## config.mk

```make
export PLATFORM = sky130hd
export DESIGN_NAME = xillybus_loopback_fifo_flat
export DESIGN_NICKNAME = d
export VERILOG_FILES = /design/src/rtl/xillybus_loopback_fifo_if.sv /design/src/rtl/xillybus_loopback_fifo.sv /design/src/flat_wrapper.sv
export SDC_FILE = /design/constraint.sdc
export NUM_CORES = 1
export LEC_CHECK = 0
export ABC_CLOCK_PERIOD_IN_PS = 5500
export CAP_MARGIN = 0
export CORE_MARGIN = 10
export CORE_UTILIZATION = 36
export DETAILED_ROUTE_END_ITERATION = 8
export PLACE_DENSITY_LB_ADDON = 0.2
export SYNTH_ARGS = -nofsm -noshare
export SYNTH_HDL_FRONTEND = slang
export SYNTH_SLANG_ARGS = --single-unit
```

## constraint.sdc

```tcl
create_clock -name bus_clk_w -period 5.5 [get_ports bus_clk_w]
set_input_delay 1.65 -clock bus_clk_w [delete_from_list [all_inputs] [get_ports bus_clk_w]]
set_output_delay 1.65 -clock bus_clk_w [all_outputs]
set_load 0.1 [all_outputs]
```

## src/rtl/xillybus_loopback_fifo_if.sv

```systemverilog
// Core-side write/read stream signals of the Xillybus 32-bit loopback FIFO.
// master = the Xillybus core, slave = the FIFO.
interface xillybus_loopback_fifo_if;
  logic [31:0] user_w_write_32_data_w;
  logic        user_w_write_32_wren_w;
  logic        user_w_write_32_open_w;
  logic        user_w_write_32_full_w;
  logic        user_r_read_32_rden_w;
  logic        user_r_read_32_open_w;
  logic [31:0] user_r_read_32_data_w;
  logic        user_r_read_32_empty_w;
  logic        user_r_read_32_eof_w;

  modport master (
    output user_w_write_32_data_w, user_w_write_32_wren_w, user_w_write_32_open_w,
    output user_r_read_32_rden_w, user_r_read_32_open_w,
    input  user_w_write_32_full_w, user_r_read_32_data_w,
    input  user_r_read_32_empty_w, user_r_read_32_eof_w
  );

  modport slave (
    input  user_w_write_32_data_w, user_w_write_32_wren_w, user_w_write_32_open_w,
    input  user_r_read_32_rden_w, user_r_read_32_open_w,
    output user_w_write_32_full_w, user_r_read_32_data_w,
    output user_r_read_32_empty_w, user_r_read_32_eof_w
  );
endinterface

```

## src/rtl/xillybus_loopback_fifo.sv

```systemverilog
// 32-bit loopback FIFO between Xillybus write and read streams, with
// registered read data, sticky error flags and an EOF tracker for write close.
module xillybus_loopback_fifo #(
  parameter int DEPTH_LOG2 = 4
) (
  input  logic                    bus_clk_w,
  input  logic                    trn_reset_n_w,
  xillybus_loopback_fifo_if.slave bus,
  output logic [DEPTH_LOG2:0]     fifo_level,
  output logic                    overflow_sticky,
  output logic                    underflow_sticky
);
  localparam int DEPTH = 1 << DEPTH_LOG2;
  localparam logic [DEPTH_LOG2:0] DEPTH_CNT = (DEPTH_LOG2+1)'(DEPTH);

  typedef enum logic {IDLE, EOF_PENDING} eof_state_e;

  logic [31:0]           mem_q [DEPTH];
  logic [DEPTH_LOG2-1:0] wptr_q, wptr_d, rptr_q, rptr_d;
  logic [DEPTH_LOG2:0]   count_q, count_d;
  logic [31:0]           rdata_q, rdata_d;
  logic                  ovf_q, ovf_d, unf_q, unf_d;
  logic                  wopen_q, wopen_d;
  eof_state_e            state_q, state_d;
  logic                  full, empty, wr_acc, rd_acc, flush;

  always_comb begin
    full    = (count_q == DEPTH_CNT);
    empty   = (count_q == '0);
    flush   = !bus.user_w_write_32_open_w && !bus.user_r_read_32_open_w;
    wr_acc  = bus.user_w_write_32_wren_w && !full && !flush;
    rd_acc  = bus.user_r_read_32_rden_w && !empty && !flush;

    wptr_d  = wptr_q;
    rptr_d  = rptr_q;
    count_d = count_q;
    rdata_d = rdata_q;
    ovf_d   = ovf_q | (bus.user_w_write_32_wren_w & full);
    unf_d   = unf_q | (bus.user_r_read_32_rden_w & empty);
    wopen_d = bus.user_w_write_32_open_w;
    state_d = state_q;

    if (flush) begin
      wptr_d  = '0;
      rptr_d  = '0;
      count_d = '0;
    end else begin
      if (wr_acc) wptr_d = wptr_q + 1'b1;
      if (rd_acc) begin
        rptr_d  = rptr_q + 1'b1;
        rdata_d = mem_q[rptr_q];
      end
      unique case ({wr_acc, rd_acc})
        2'b10:   count_d = count_q + 1'b1;
        2'b01:   count_d = count_q - 1'b1;
        default: count_d = count_q;
      endcase
    end

    // EOF is armed by a falling write-open edge while the reader is still attached.
    unique case (state_q)
      IDLE:
        if (wopen_q && !bus.user_w_write_32_open_w && bus.user_r_read_32_open_w)
          state_d = EOF_PENDING;
      EOF_PENDING:
        if (bus.user_w_write_32_open_w || !bus.user_r_read_32_open_w)
          state_d = IDLE;
      default: state_d = IDLE;
    endcase
  end

  always_ff @(posedge bus_clk_w) begin
    if (!trn_reset_n_w) begin
      wptr_q  <= '0;
      rptr_q  <= '0;
      count_q <= '0;
      rdata_q <= '0;
      ovf_q   <= 1'b0;
      unf_q   <= 1'b0;
      wopen_q <= 1'b0;
      state_q <= IDLE;
    end else begin
      wptr_q  <= wptr_d;
      rptr_q  <= rptr_d;
      count_q <= count_d;
      rdata_q <= rdata_d;
      ovf_q   <= ovf_d;
      unf_q   <= unf_d;
      wopen_q <= wopen_d;
      state_q <= state_d;
    end
  end

  // Storage has no reset; only the write is suppressed while reset is held.
  always_ff @(posedge bus_clk_w) begin
    if (trn_reset_n_w && wr_acc) mem_q[wptr_q] <= bus.user_w_write_32_data_w;
  end

  assign bus.user_w_write_32_full_w = full;
  assign bus.user_r_read_32_empty_w = empty;
  assign bus.user_r_read_32_data_w  = rdata_q;
  assign bus.user_r_read_32_eof_w   = (state_q == EOF_PENDING) && empty;
  assign fifo_level                 = count_q;
  assign overflow_sticky            = ovf_q;
  assign underflow_sticky           = unf_q;
endmodule

```

## src/flat_wrapper.sv

```systemverilog
// flat-port wrapper written by rule: the top's interface ports become plain ports
module xillybus_loopback_fifo_flat 
#(
  parameter int DEPTH_LOG2 = 4
)
  (bus_clk_w, trn_reset_n_w, fifo_level, overflow_sticky, underflow_sticky, bus_user_w_write_32_data_w, bus_user_w_write_32_wren_w, bus_user_w_write_32_open_w, bus_user_r_read_32_rden_w, bus_user_r_read_32_open_w, bus_user_w_write_32_full_w, bus_user_r_read_32_data_w, bus_user_r_read_32_empty_w, bus_user_r_read_32_eof_w);
  xillybus_loopback_fifo_if bus_i ();
  input  logic bus_clk_w;
  input  logic trn_reset_n_w;
  output logic [DEPTH_LOG2:0] fifo_level;
  output logic overflow_sticky;
  output logic underflow_sticky;
  input wire logic [$bits(bus_i.user_w_write_32_data_w)-1:0] bus_user_w_write_32_data_w;
  input wire logic [$bits(bus_i.user_w_write_32_wren_w)-1:0] bus_user_w_write_32_wren_w;
  input wire logic [$bits(bus_i.user_w_write_32_open_w)-1:0] bus_user_w_write_32_open_w;
  input wire logic [$bits(bus_i.user_r_read_32_rden_w)-1:0] bus_user_r_read_32_rden_w;
  input wire logic [$bits(bus_i.user_r_read_32_open_w)-1:0] bus_user_r_read_32_open_w;
  output wire logic [$bits(bus_i.user_w_write_32_full_w)-1:0] bus_user_w_write_32_full_w;
  output wire logic [$bits(bus_i.user_r_read_32_data_w)-1:0] bus_user_r_read_32_data_w;
  output wire logic [$bits(bus_i.user_r_read_32_empty_w)-1:0] bus_user_r_read_32_empty_w;
  output wire logic [$bits(bus_i.user_r_read_32_eof_w)-1:0] bus_user_r_read_32_eof_w;
  assign bus_i.user_w_write_32_data_w = bus_user_w_write_32_data_w;
  assign bus_i.user_w_write_32_wren_w = bus_user_w_write_32_wren_w;
  assign bus_i.user_w_write_32_open_w = bus_user_w_write_32_open_w;
  assign bus_i.user_r_read_32_rden_w = bus_user_r_read_32_rden_w;
  assign bus_i.user_r_read_32_open_w = bus_user_r_read_32_open_w;
  assign bus_user_w_write_32_full_w = bus_i.user_w_write_32_full_w;
  assign bus_user_r_read_32_data_w = bus_i.user_r_read_32_data_w;
  assign bus_user_r_read_32_empty_w = bus_i.user_r_read_32_empty_w;
  assign bus_user_r_read_32_eof_w = bus_i.user_r_read_32_eof_w;
  xillybus_loopback_fifo #(.DEPTH_LOG2(DEPTH_LOG2)) u_core (.bus_clk_w(bus_clk_w), .trn_reset_n_w(trn_reset_n_w), .bus(bus_i), .fifo_level(fifo_level), .overflow_sticky(overflow_sticky), .underflow_sticky(underflow_sticky));
endmodule
```

After elaboration in Yosys (flattened, before gate mapping). Memory sizes are Yosys's and may differ from the RTL's. A register that Yosys moved wholly into a read port is not among the register bits. Cells that the tools add are included.

Bits in registers: 17. RAM bits: 512. Input port bits: 38. Output and inout port bits: 42. Memories kept: 1.

Add/subtract/negate cells: 4. Equal/unequal tests: 3. Mux-type cells: 6. Bitwise gates (word level): 7. Reduce and logical (&&, ||, !) cells: 20.

Memories: u_core.mem_q (words 16, bits a word 32, rd ports 1, clocked after Yosys merged registers in 1, write ports 1, RTL line xillybus_loopback_fifo.sv:18) `logic [31:0] mem_q [DEPTH];`.

Operators with widths (count): 5-bit one-hot mux with 2 select lines (1); 1-bit logical AND (9); 4-bit by 1-bit adder with 4-bit output (second input constant) (2); 1-bit zero test (6); 5-bit by 1-bit adder with 5-bit output (second input constant) (1); 5-bit == test (second input constant) (1); 5-bit zero test (1); 5-bit by 1-bit subtractor with 5-bit output (second input constant) (1); 1-bit two-way mux (4); 1-bit inverter (3); 1-bit bitwise AND (2); 2-bit by 1-bit == test with 1-bit output (second input constant) (1); 2-bit == test (second input constant) (1); 1-bit OR (2); 1-bit one-hot mux with 2 select lines (1); 2-bit AND reduction (1); 2-bit nonzero test (1); 2-bit OR reduction (1); 1-bit logical OR (1).

Longest topological paths before layout. Gate-level depths: netlist (run 1).

Depth in word-level cells: 7. Mapped depth: 11. Mapped depth without buffers: 11.

Least setup slack after synthesis (run 1). Ideal clock, no wire load.

Path type: input-to-reg. Start point: input bus_user_w_write_32_wren_w. End point: memory u_core.mem_q[0][0] (enable). Arrival: 4507 ps. Path slack: 532 ps. Stages: 4. Buffers on the path: 0. Path through: a21boi_1 and2_1 nand2_1 nor3_1.

Cells in the longest elaborated chain, start to end: 5.

RTL lines: from (decl) (RTL line flat_wrapper.sv:14) `input wire logic [$bits(bus_i.user_w_write_32_wren_w)-1:0] bus_user_w_write_32_wren_w;`; 1-bit logical AND (2 in series) (RTL line xillybus_loopback_fifo.sv:31) `wr_acc = bus.user_w_write_32_wren_w && !full && !flush;`; 1-bit logical AND (RTL line xillybus_loopback_fifo.sv:96) `if (trn_reset_n_w && wr_acc) mem_q[wptr_q] <= bus.user_w_write_32_data_w;`; 1-bit two-way mux (RTL line xillybus_loopback_fifo.sv:96); 1-bit two-way mux (implied by the code) (RTL line xillybus_loopback_fifo.sv:96); to (decl) (RTL line xillybus_loopback_fifo.sv:18).

No other way between the ends.

Worst setup path in the final report (run 1).
Start point: register u_core.count_q[0], in the netlist u_core.fifo_level[0]. End point: output bus_user_w_write_32_full_w.

Cells in the longest elaborated chain, start to end: 1.

RTL lines: from (decl) (RTL line xillybus_loopback_fifo.sv:20) `logic [DEPTH_LOG2:0] count_q, count_d;`; from (signal assigned) (RTL line xillybus_loopback_fifo.sv:85) `count_q <= count_d;`; 5-bit == test (RTL line xillybus_loopback_fifo.sv:28) `full = (count_q == DEPTH_CNT);`; to (decl) (RTL line flat_wrapper.sv:18) `output wire logic [$bits(bus_i.user_w_write_32_full_w)-1:0] bus_user_w_write_32_full_w;`.

No other way between the ends.

==> results of run 1 <==
[per-layer routing]
| metal | vias up | global-route usage | routed length (um) |
|---|---|---|---|
| met4 | 0 | 0.0444 | 1030 |
| li1 | 4382 | - | - |
| met3 | 65 | 0.0235 | 1640 |
| met1 | 5375 | 0.180 | 21400 |
| met2 | 182 | 0.232 | 24400 |
| met5 | - | 0 | 0 |
[state kept, by name (all words and copies together) (netlist names)]
signal / cells
u_core.state_q: 1
u_core.underflow_sticky: 1
u_core.wptr_q: 4
u_core.fifo_level: 5
u_core.rptr_q: 4
u_core.overflow_sticky: 1
u_core.mem_q: 512
u_core.wopen_q: 1
u_core.bus.user_r_read_32_data_w: 32
[worst register-to-register path, cell delays in order (launching register included)]
cell and delay [ns]:
dfxtp_1 0.37, nor4_2 0.38, a21boi_1 0.12, buf_4 0.17, o21ai_0 0.14, ha_1 0.33
inv_1 0.10, fa_1 0.39, nor2b_1 0.15, o21ai_0 0.12, nor4b_1 0.17, or3_1 0.31
a21oi_1 0.13
[kinds of logic (layout without fill, tap and decap cells)]
kind of cell / after synthesis / in the layout / share of synthesized area
AO/OA/AOI/OAI: 54 / 54 / 0.0176
buffers and inverters: 58 / 226 / 0.0128
multiplexers: 193 / 193 / 0.169
AND/OR/NAND/NOR: 124 / 124 / 0.0249
XOR/XNOR: 7 / 7 / 0.00287
flip-flops: 561 / 561 / 0.766
adder cells (fa/ha/maj): 10 / 10 / 0.00621
[path summary, 6_finish.rpt]
kind                                                             end  slack, ns  cells after the start
worst max-delay path                      bus_user_w_write_32_full_w       0.94                      3
worst min-delay path            u_core.bus.user_r_read_32_data_w[12]       0.44                      2
worst max register to register                  u_core.fifo_level[4]       2.57                     12
worst min register to register  u_core.bus.user_r_read_32_data_w[12]       0.44                      2
[power breakdown]
| group | leakage [nW] | switching [W] | internal (W) |
|---|---|---|---|
| clock | 0.843 | 0.00156 | 0.00203 |
| sequential | 5.01 | 0.0000439 | 0.00470 |
| combinational | 1.90 | 0.000497 | 0.000300 |
[per-stage QoR]
step | total power, W | cell area, sq um | cells | hold WS (ns) | util
final | 0.00914 | 25100 | 1948 | 0.437 | 0.425
after CTS | 0.00927 | 25100 | 1948 | 0.446 | 0.425
after floorplan | 0.00539 | 21300 | 1007 | 0.443 | -
after detailed placement | 0.00565 | 23300 | 1844 | 0.438 | 0.396
after global routing | 0.00948 | 25100 | 1948 | 0.481 | 0.425
after global placement | 0.00565 | 23300 | 1844 | 0.431 | 0.396
[area by class of cell]
type | instances | area [sq um] | area share
multi-input cells | 388 | 4840 | 0.193
well taps | 773 | 967 | 0.0386
flip-flops and latches | 561 | 16400 | 0.653
inverters | 8 | 30.0 | 0.00120
clock buffers | 83 | 1620 | 0.0646
repair buffers | 114 | 1120 | 0.0446
clock inverters | 21 | 110 | 0.00440
[Yosys cell counts, drive strengths merged, types with 5 or more instances]
cell / number
xor2: 5
dfxtp: 49
clkbuf: 24
mux4: 128
o21ai: 7
a22oi: 32
nor2b: 5
mux2: 64
edfxtp: 512
nor2: 27
buf: 26
a21oi: 9
nor3: 8
nand2: 71
inv: 8
ha: 9
[cells in the final DEF (no fill, tap or decap), types with 3 or more instances in the layout]
cell / n
clkbuf_8: 3
nor2b_1: 4
mux2_2: 64
xor2_1: 5
nor3_2: 6
clkinv_2: 8
inv_1: 8
ha_1: 9
clkinv_1: 10
a22oi_1: 32
dfxtp_1: 46
dfxtp_4: 3
clkdlybuf4s50_1: 79
a21oi_1: 9
clkbuf_16: 60
clkbuf_1: 20
nor2_4: 12
buf_4: 30
o21ai_0: 5
nor2_1: 15
buf_12: 5
nand2_1: 71
mux4_2: 128
edfxtp_1: 512
==> key figures, run 1 <==
Run status
  – Status: completed

Yosys
  – Main synth FF type: edfxtp_1
  – EDFF count, synth: 512
  – Register area share after synthesis: 0.766
  – Post-synthesis cell area: 21,300 sq um
  – Synth area leaders: edfxtp_1 72%, mux4_2 14%, dfxtp_1 4.6%
  – Syn nets: between 1,000 and 1,500
  – Syn Inst Count: 1,007
  – Ys Warns: 0
  – Synthesized flop and latch total: between 500 and 600
  – Asr flop ratio synth: 0
  – Syn avg cell area: between 20 and 25 sq um
  – Yosys cell types: 39
  – Top cell type's share of synthesized area: 0.720
  – Synth area leader: edfxtp_1

STA
  – Final Hold Violating Endpoints: 0
  – RSZ-0062 raised after global routing: no
  – Max Fclk: ~220 MHz
  – Setup total negative slack: 0 ns
  – Tmin final: 4.56 ns
  – Actual slew at the worst max-slew pin: about 1.1 ns
  – Slew margin rel.: 0.293
  – PnR worst setup slack: between 0.9 and 1 ns
  – Setup-failing EPs final: 0
  – Setup Skew: approximately 0.023 ns
  – Post-route clock period utilization: 0.829
  – Max-slew violation count: 0

Critical path
  – Worst-path fanout max: 6
  – Worst path bufs/invs: 1
  – Critical Path Start: u_core.fifo_level[0]
  – Worst Path Arrival: about 2.9 ns
  – Crit. End Element: primary output
  – Critical Path Max Stage Delay: 1.17 ns
  – Nature of the critical path startpoint: flip-flop
  – Worst Path Class, Setup: reg -> out
  – CP top delay family: buffers and inverters
  – Slowest CP cell: clkdlybuf4s50_1
  – R2R Path Start: u_core.fifo_level[0]
  – Worst EP required: 3.85 ns
  – CP cell instances: or4_4, nor2_1, clkdlybuf4s50_1

Detailed routing
  – 1st-pass router iterations: 4
  – Remaining antenna violation count after routing: 0
  – Detailed Route WL: around 48,000 um
  – DR WL/cell: between 20 and 25 um
  – Vias per inst: 5.14
  – DRT iter0 DRCs: 688
  – DRC: 0
  – Vias post-DR: about 10,000

Clocking
  – TritonCTS Buffers: just under 60
  – Clock Root Buffer: clkbuf_16
  – Clk Latency, worst-skew pair: just over 0.6 ns
  – Worst-case clock buffer depth: 3
  – Post-CTS Resized: 0
  – Worst-path clk slew: about 0.06 ns
  – Total number of H-tree levels: 2
  – Hold_buf cts: 0
  – Post-CTS Setup Inserts: 0
  – CTS sink cnt: between 500 and 600
  – TritonCTS clock tree: done

Cells and area
  – Layout cells sized above 1: 0.277
  – Final nets: approximately 1,200
  – N_diodes: 0
  – Fill cells: 5,062
  – Layout area overhead: 17.4%

Job
  – MaxCap Viol Count: 0

Placement
  – DP HPWL: around 28,000 um
  – PortBufs: a little under 80
  – Post-Place Setup Slack: between 1 and 1.5 ns
  – RD Place Congestion: between 0.7 and 0.8

Power
  – Peak supply drop: between 200 and 250 uV
  – Ratio of total power to cell area: 365 nW/um^2
  – Static leakage: 7.75 nW

Die
  – Chip width: 263 um
  – Ports: 80
  – Core area: approximately 59,000 sq um
  – Rows: 89
  – Die area: just under 70,000 sq um
  – Initial Util: 0.362
  – Die Span Y: about 260 um

Global routing
  – Gr usage total: 0.138
  – Pin count of the biggest net entering global routing: between 40 and 50
  – Total congestion overflow: 0
  – First-pass GRT wire length: slightly above 70,000 um
  – Vias in the first global route: 10,798
  – Antenna violations before repair: 0

Worst hold path
  – Hold WC Path Type: reg -> reg
  – Hold_sp: u_core.bus.user_r_read_32_data_w[12]
Power figures use the tool's default switching activity.
==> inputs of run 2 (changes only) <==
--- a/config.mk
+++ b/config.mk
@@ -5,7 +5,7 @@
 export SDC_FILE = /design/constraint.sdc
 export NUM_CORES = 1
 export LEC_CHECK = 0
-export ABC_CLOCK_PERIOD_IN_PS = 5500
+export ABC_CLOCK_PERIOD_IN_PS = 4700
 export CAP_MARGIN = 0
 export CORE_MARGIN = 10
 export CORE_UTILIZATION = 36
==> constraint.sdc (replaced) <==
create_clock -name bus_clk_w -period 4.7 [get_ports bus_clk_w]
set_input_delay 1.41 -clock bus_clk_w [delete_from_list [all_inputs] [get_ports bus_clk_w]]
set_output_delay 1.41 -clock bus_clk_w [all_outputs]
set_load 0.1 [all_outputs]
==> run 2 against run 1 <==
Clock power rose by 24%. Design area grew 0.65%. Worst hold slack improved by 0.026 ns. Wire length decreased by 7.4%. Worst setup slack better by 0.066 ns. Sequential share of layout area shrank 0.42 points. Combinational power is 13% higher. Flip-flop and latch count is the same. Clock skew fell by 0.0071 ns. Core utilization up 0.28 points. Critical path depth is 2 lower.
==> key figures, run 2 (synthesized netlist as in run 1, its figures left out) <==
STA
  – Setup-failing EPs final: 0
  – Final Hold Violating Endpoints: 0
  – RSZ-0062 raised after global routing: no
  – Max-slew violation count: 0
  – Setup Skew: about 0.016 ns
  – WHS: 0.463 ns
  – Max Fclk: between 200 and 300 MHz
  – Slew margin rel.: 0.335
  – Tmin final: roughly 3.7 ns
  – Actual slew at the worst max-slew pin: 0.995 ns
  – Post-route clock period utilization: 0.786
  – PnR worst setup slack: 1.01 ns
  – Setup total negative slack: 0 ns

Cells and area
  – Layout area overhead: 18.1%
  – Final nets: approximately 1,200
  – Number of flip-flops under the largest register name: 512
  – Commonest non-fill, non-tap cells in the layout: 512 x edfxtp_1, 128 x mux4_2, 76 x clkdlybuf4s50_1
  – N_diodes: 0
  – Most flop-heavy register: u_core.mem_q
  – Commonest non-fill, non-tap cell in the layout: edfxtp_1
  – Final core utilization: 0.428
  – Layout cells sized above 1: 0.285

Power
  – Peak supply drop: roughly 280 uV
  – Total power: 0.0109 W
  – Ratio of total power to cell area: 433 nW/um^2
  – Static leakage: 7.81 nW

Global routing
  – Total congestion overflow: 0
  – Antenna violations before repair: 0
  – First-pass GRT wire length: between 60,000 and 70,000 um
  – Vias in the first global route: approximately 11,000
  – Gr usage total: 0.128
  – Pin count of the biggest net entering global routing: 62

Clocking
  – Worst-case clock buffer depth: 3
  – Post-CTS Resized: 0
  – Clock Root Buffer: clkbuf_16
  – Post-CTS Setup Inserts: 0
  – Clk Latency, worst-skew pair: 0.60 ns
  – Worst-path clk slew: 0.06 ns
  – Hold_buf cts: 0
  – Total number of H-tree levels: 2
  – TritonCTS clock tree: done
  – CTS sink cnt: about 560
  – TritonCTS Buffers: 58

Critical path
  – Nature of the critical path startpoint: flip-flop
  – Slowest CP cell: clkdlybuf4s50_1
  – Worst Path Arrival: 2.28 ns
  – Worst-path fanout max: 6
  – Worst path bufs/invs: 1
  – Worst EP required: 3.29 ns
  – CP top delay family: buffers and inverters
  – Crit. End Element: primary output
  – CP cell instances: clkdlybuf4s50_1
  – Worst Path Class, Setup: reg -> out
  – Critical Path Max Stage Delay: around 1.2 ns

Placement
  – Post-Place Setup Slack: about 0.6 ns
  – DP HPWL: roughly 24,000 um
  – RD Place Congestion: approximately 0.74
  – PortBufs: just under 80

Detailed routing
  – Detailed Route WL: between 40,000 and 50,000 um
  – DR WL/cell: approximately 23 um
  – 1st-pass router iterations: 4
  – Vias per inst: 4.98
  – DRC: 0
  – Remaining antenna violation count after routing: 0
  – Vias post-DR: a little under 10,000
  – DRT iter0 DRCs: 506

Die
  – Core area: about 59,000 sq um
  – Die area: 69,400 sq um
  – Ports: 80
  – Die Span Y: 263 um
  – Rows: 89
  – Chip width: roughly 260 um
  – Initial Util: 0.362

Run status
  – Status: completed

Job
  – MaxCap Viol Count: 0

Worst hold path
  – Hold WC Path Type: reg -> reg
-- run 2: cell count changes in the layout (fill, tap and decap cells not counted), moves of 3 or more --
| cell | delta |
|---|---|
| nor3_4 | +4 |
| clkdlybuf4s50_1 | -3 |
| bufinv_16 | +4 |
| nor3_2 | -4 |
| clkinv_2 | +6 |
-- run 2: worst reg2reg max path, delay by kind of cell, from the launching register on --
family / cells / cell delay [ns]
adder cells (fa/ha/maj): 2 / 0.73
AO/OA/AOI/OAI: 4 / 0.50
buffers and inverters: 2 / 0.28
flip-flops: 1 / 0.39
AND/OR/NAND/NOR: 4 / 1.02
-- run 2: cell type report --
class / count / area [sq um]
fill: 5047 / 33700
sequential: 561 / 16400
multi-input combinational: 388 / 4870
clock buffer: 82 / 1640
timing repair buffer: 112 / 1120
tap: 773 / 967
clock inverter: 27 / 228
inverter: 8 / 30.0
-- run 2: path summary, 6_finish.rpt --
check                       start                   end  slack (ns)  cells after the start
max          u_core.fifo_level[0]         fifo_level[0]        1.01                      1
min reg2reg        u_core.wopen_q        u_core.state_q        0.46                      2
max reg2reg  u_core.fifo_level[0]  u_core.fifo_level[4]        1.74                     12
min                u_core.wopen_q        u_core.state_q        0.46                      2
-- run 2: layer usage --
| metal | GRT usage | wire [um] |
|---|---|---|
| met5 | 0 | 0 |
| met4 | 0.0322 | 758 |
| met2 | 0.223 | 23100 |
| met1 | 0.162 | 19600 |
| met3 | 0.0236 | 1330 |
-- run 2: report_power, final --
part	switching [W]	internal, W
clock network	0.00183	0.00263
registers	0.0000605	0.00550
logic	0.000545	0.000354
-- run 2: stage by stage --
| stage | instance area, sq um | cells |
|---|---|---|
| floorplan | 21400 | 1007 |
| global placement | 23400 | 1842 |
| detailed placement | 23400 | 1842 |
| CTS | 25200 | 1951 |
| global route | 25200 | 1951 |
| finish | 25200 | 1951 |
==> inputs of run 3 (changes only) <==
--- a/config.mk
+++ b/config.mk
@@ -5,7 +5,7 @@
 export SDC_FILE = /design/constraint.sdc
 export NUM_CORES = 1
 export LEC_CHECK = 0
-export ABC_CLOCK_PERIOD_IN_PS = 4700
+export ABC_CLOCK_PERIOD_IN_PS = 3100
 export CAP_MARGIN = 0
 export CORE_MARGIN = 10
 export CORE_UTILIZATION = 36
==> constraint.sdc (replaced) <==
create_clock -name bus_clk_w -period 3.1 [get_ports bus_clk_w]
set_input_delay 0.93 -clock bus_clk_w [delete_from_list [all_inputs] [get_ports bus_clk_w]]
set_output_delay 0.93 -clock bus_clk_w [all_outputs]
set_load 0.1 [all_outputs]
==> run 3 against run 2 <==
Design area rose by 2.5%. Worst hold slack worse by 0.014 ns. Count of clock-buffer cells in the layout grew 4. Core utilization grew 1.1 points. Clock skew is 0.0049 ns lower. Worst setup slack worse by 0.78 ns. Via count up 5.2%. Largest power group unchanged.
==> key figures, run 3 (synthesized netlist as in run 1, its figures left out) <==
Critical path
  – CP cell instances: or4_4, nor2_2, buf_12
  – Nature of the critical path startpoint: flip-flop
  – Crit. End Element: primary output
  – R2R cell count: 11
  – Slowest CP cell: or4_4
  – Worst path bufs/invs: 1
  – Worst EP required: around 2.2 ns
  – CP Depth: 3
  – CP top delay family: simple AND/OR/NAND/NOR gates
  – Worst Path Class, Setup: reg -> out
  – Worst-path fanout max: 6
  – Critical Path Max Stage Delay: 0.59 ns
  – Worst Path Arrival: a little under 2 ns

Power
  – Peak supply drop: around 390 uV
  – P_sw: approximately 0.0038 W
  – Total power: roughly 0.017 W
  – Ratio of total power to cell area: 645 nW/um^2
  – Clock network power share: 0.408
  – Switching power share of the total: 0.226
  – Internal power: 0.0129 W
  – Gate power share: 0.087
  – Static leakage: a little over 8 nW
  – Sequential share of power: 0.505

Worst hold path
  – Hold Crit Depth: 2
  – Hold WC Path Type: reg -> reg

Clocking
  – Clk Latency, worst-skew pair: between 0.6 and 0.7 ns
  – Hold_buf cts: 0
  – Worst-path clk slew: approximately 0.060 ns
  – TritonCTS Buffers: slightly below 60
  – Clock Root Buffer: clkbuf_16
  – Worst-case clock buffer depth: 3
  – TritonCTS clock tree: done
  – Total number of H-tree levels: 2
  – CTS sink cnt: around 560

Die
  – Core area: slightly below 60,000 sq um
  – Die Span Y: 263 um
  – Die area: approximately 69,000 sq um
  – Rows: between 80 and 90
  – Initial Util: 0.362
  – Chip width: around 260 um
  – Ports: 80

Placement
  – RD Place Congestion: about 0.71
  – PortBufs: between 70 and 80
  – Placed cells: around 1,900
  – DP HPWL: approximately 29,000 um

Detailed routing
  – DRC: 0
  – Vias per inst: a little over 5
  – DR WL/cell: around 25 um
  – Vias post-DR: 10,225
  – Remaining antenna violation count after routing: 0
  – 1st-pass router iterations: 5
  – Detailed Route WL: 49,000 um
  – DRT iter0 DRCs: roughly 840

Cells and area
  – Final nets: ~1,200
  – Commonest non-fill, non-tap cells in the layout: 512 x edfxtp_1, 128 x mux4_2, 92 x buf_4
  – Multi-input gate area: a little under 5000 sq um
  – Layout area overhead: 21.0%
  – Register Area: about 16,000 sq um
  – Number of flip-flops under the largest register name: about 500
  – Commonest non-fill, non-tap cell in the layout: edfxtp_1
  – Layout cells sized above 1: 0.355
  – Fill cells: ~5,000
  – Final core utilization: 0.439
  – Most flop-heavy register: u_core.mem_q
  – Finished Layout Cells: around 2,000
  – N_diodes: 0

STA
  – Final Hold Violating Endpoints: 0
  – Tmin final: about 2.9 ns
  – Post-route clock period utilization: 0.927
  – Actual slew at the worst max-slew pin: between 1 and 1.5 ns
  – Max-slew violation count: 0
  – Slew margin rel.: 0.208
  – Setup Skew: approximately 0.011 ns
  – Max Fclk: between 300 and 400 MHz
  – Setup-failing EPs final: 0
  – RSZ-0062 raised after global routing: no

Job
  – MaxCap Viol Count: 0

Global routing
  – Gr usage total: 0.140
  – Total congestion overflow: 0
  – Vias in the first global route: ~11,000
  – First-pass GRT wire length: between 70,000 and 80,000 um
  – Pin count of the biggest net entering global routing: 45
  – Antenna violations before repair: 2

Run status
  – Status: completed
[run 3: worst paths after layout]
check                                       start                                    to  slack, ns
max                          u_core.fifo_level[0]            bus_user_r_read_32_empty_w       0.23
min          u_core.bus.user_r_read_32_data_w[12]  u_core.bus.user_r_read_32_data_w[12]       0.45
max reg2reg                  u_core.fifo_level[0]                  u_core.fifo_level[4]       0.41
min reg2reg  u_core.bus.user_r_read_32_data_w[12]  u_core.bus.user_r_read_32_data_w[12]       0.45
[run 3: power groups by stage]
stage,clock network [W],registers [W],logic (W)
after floorplan,0,0.00886,0.000698
after global placement,0,0.00858,0.00147
after detailed placement,0,0.00858,0.00148
after CTS,0.00699,0.00842,0.00148
after global routing,0.00729,0.00843,0.00155
final,0.00679,0.00842,0.00145
[run 3: final cells by class]
class | count | share of cell area
Sequential cell | 561 | 0.634
Multi-Input combinational cell | 388 | 0.189
Clock buffer | 86 | 0.0666
Timing Repair Buffer | 161 | 0.0659
Tap cell | 773 | 0.0374
Clock inverter | 23 | 0.00634
Inverter | 8 | 0.00116
[run 3: timing repair]
action,CTS,global route
setup endpoints to repair,0,1
gates resized for setup,0,1
endpoints found under the hold margin,0,0
setup buffers,0,0
[run 3: worst register-to-register path, cell delays in order, from the launching register on]
cell and delay (ns):
dfxtp_2 0.36, nor4_2 0.40, a21boi_1 0.15, o21ai_0 0.14
ha_1 0.25, inv_1 0.07, fa_1 0.37, nor2b_1 0.15
o21ai_0 0.13, nor4b_1 0.18, or3_1 0.30, a21oi_1 0.13
[run 3: routing by layer]
layer	wire length [um]	share of wire	GRT usage
met1	21700	0.44	0.186
met2	24000	0.49	0.229
met3	2450	0.050	0.0321
met4	825	0.017	0.0329
met5	27	0.00055	0
[run 3: metrics by stage]
step                      TNS [ns]  cell area [sq um]  hold WS (ns)  setup WS, ns
after global placement       -2.69              23900         0.435        -0.253
after CTS                        0              25800         0.450         0.170
after detailed placement     -4.00              23900         0.439        -0.277
final                            0              25800         0.449         0.226
after floorplan                  0              21400         0.443         0.168
after global routing             0              25800         0.467        0.0172
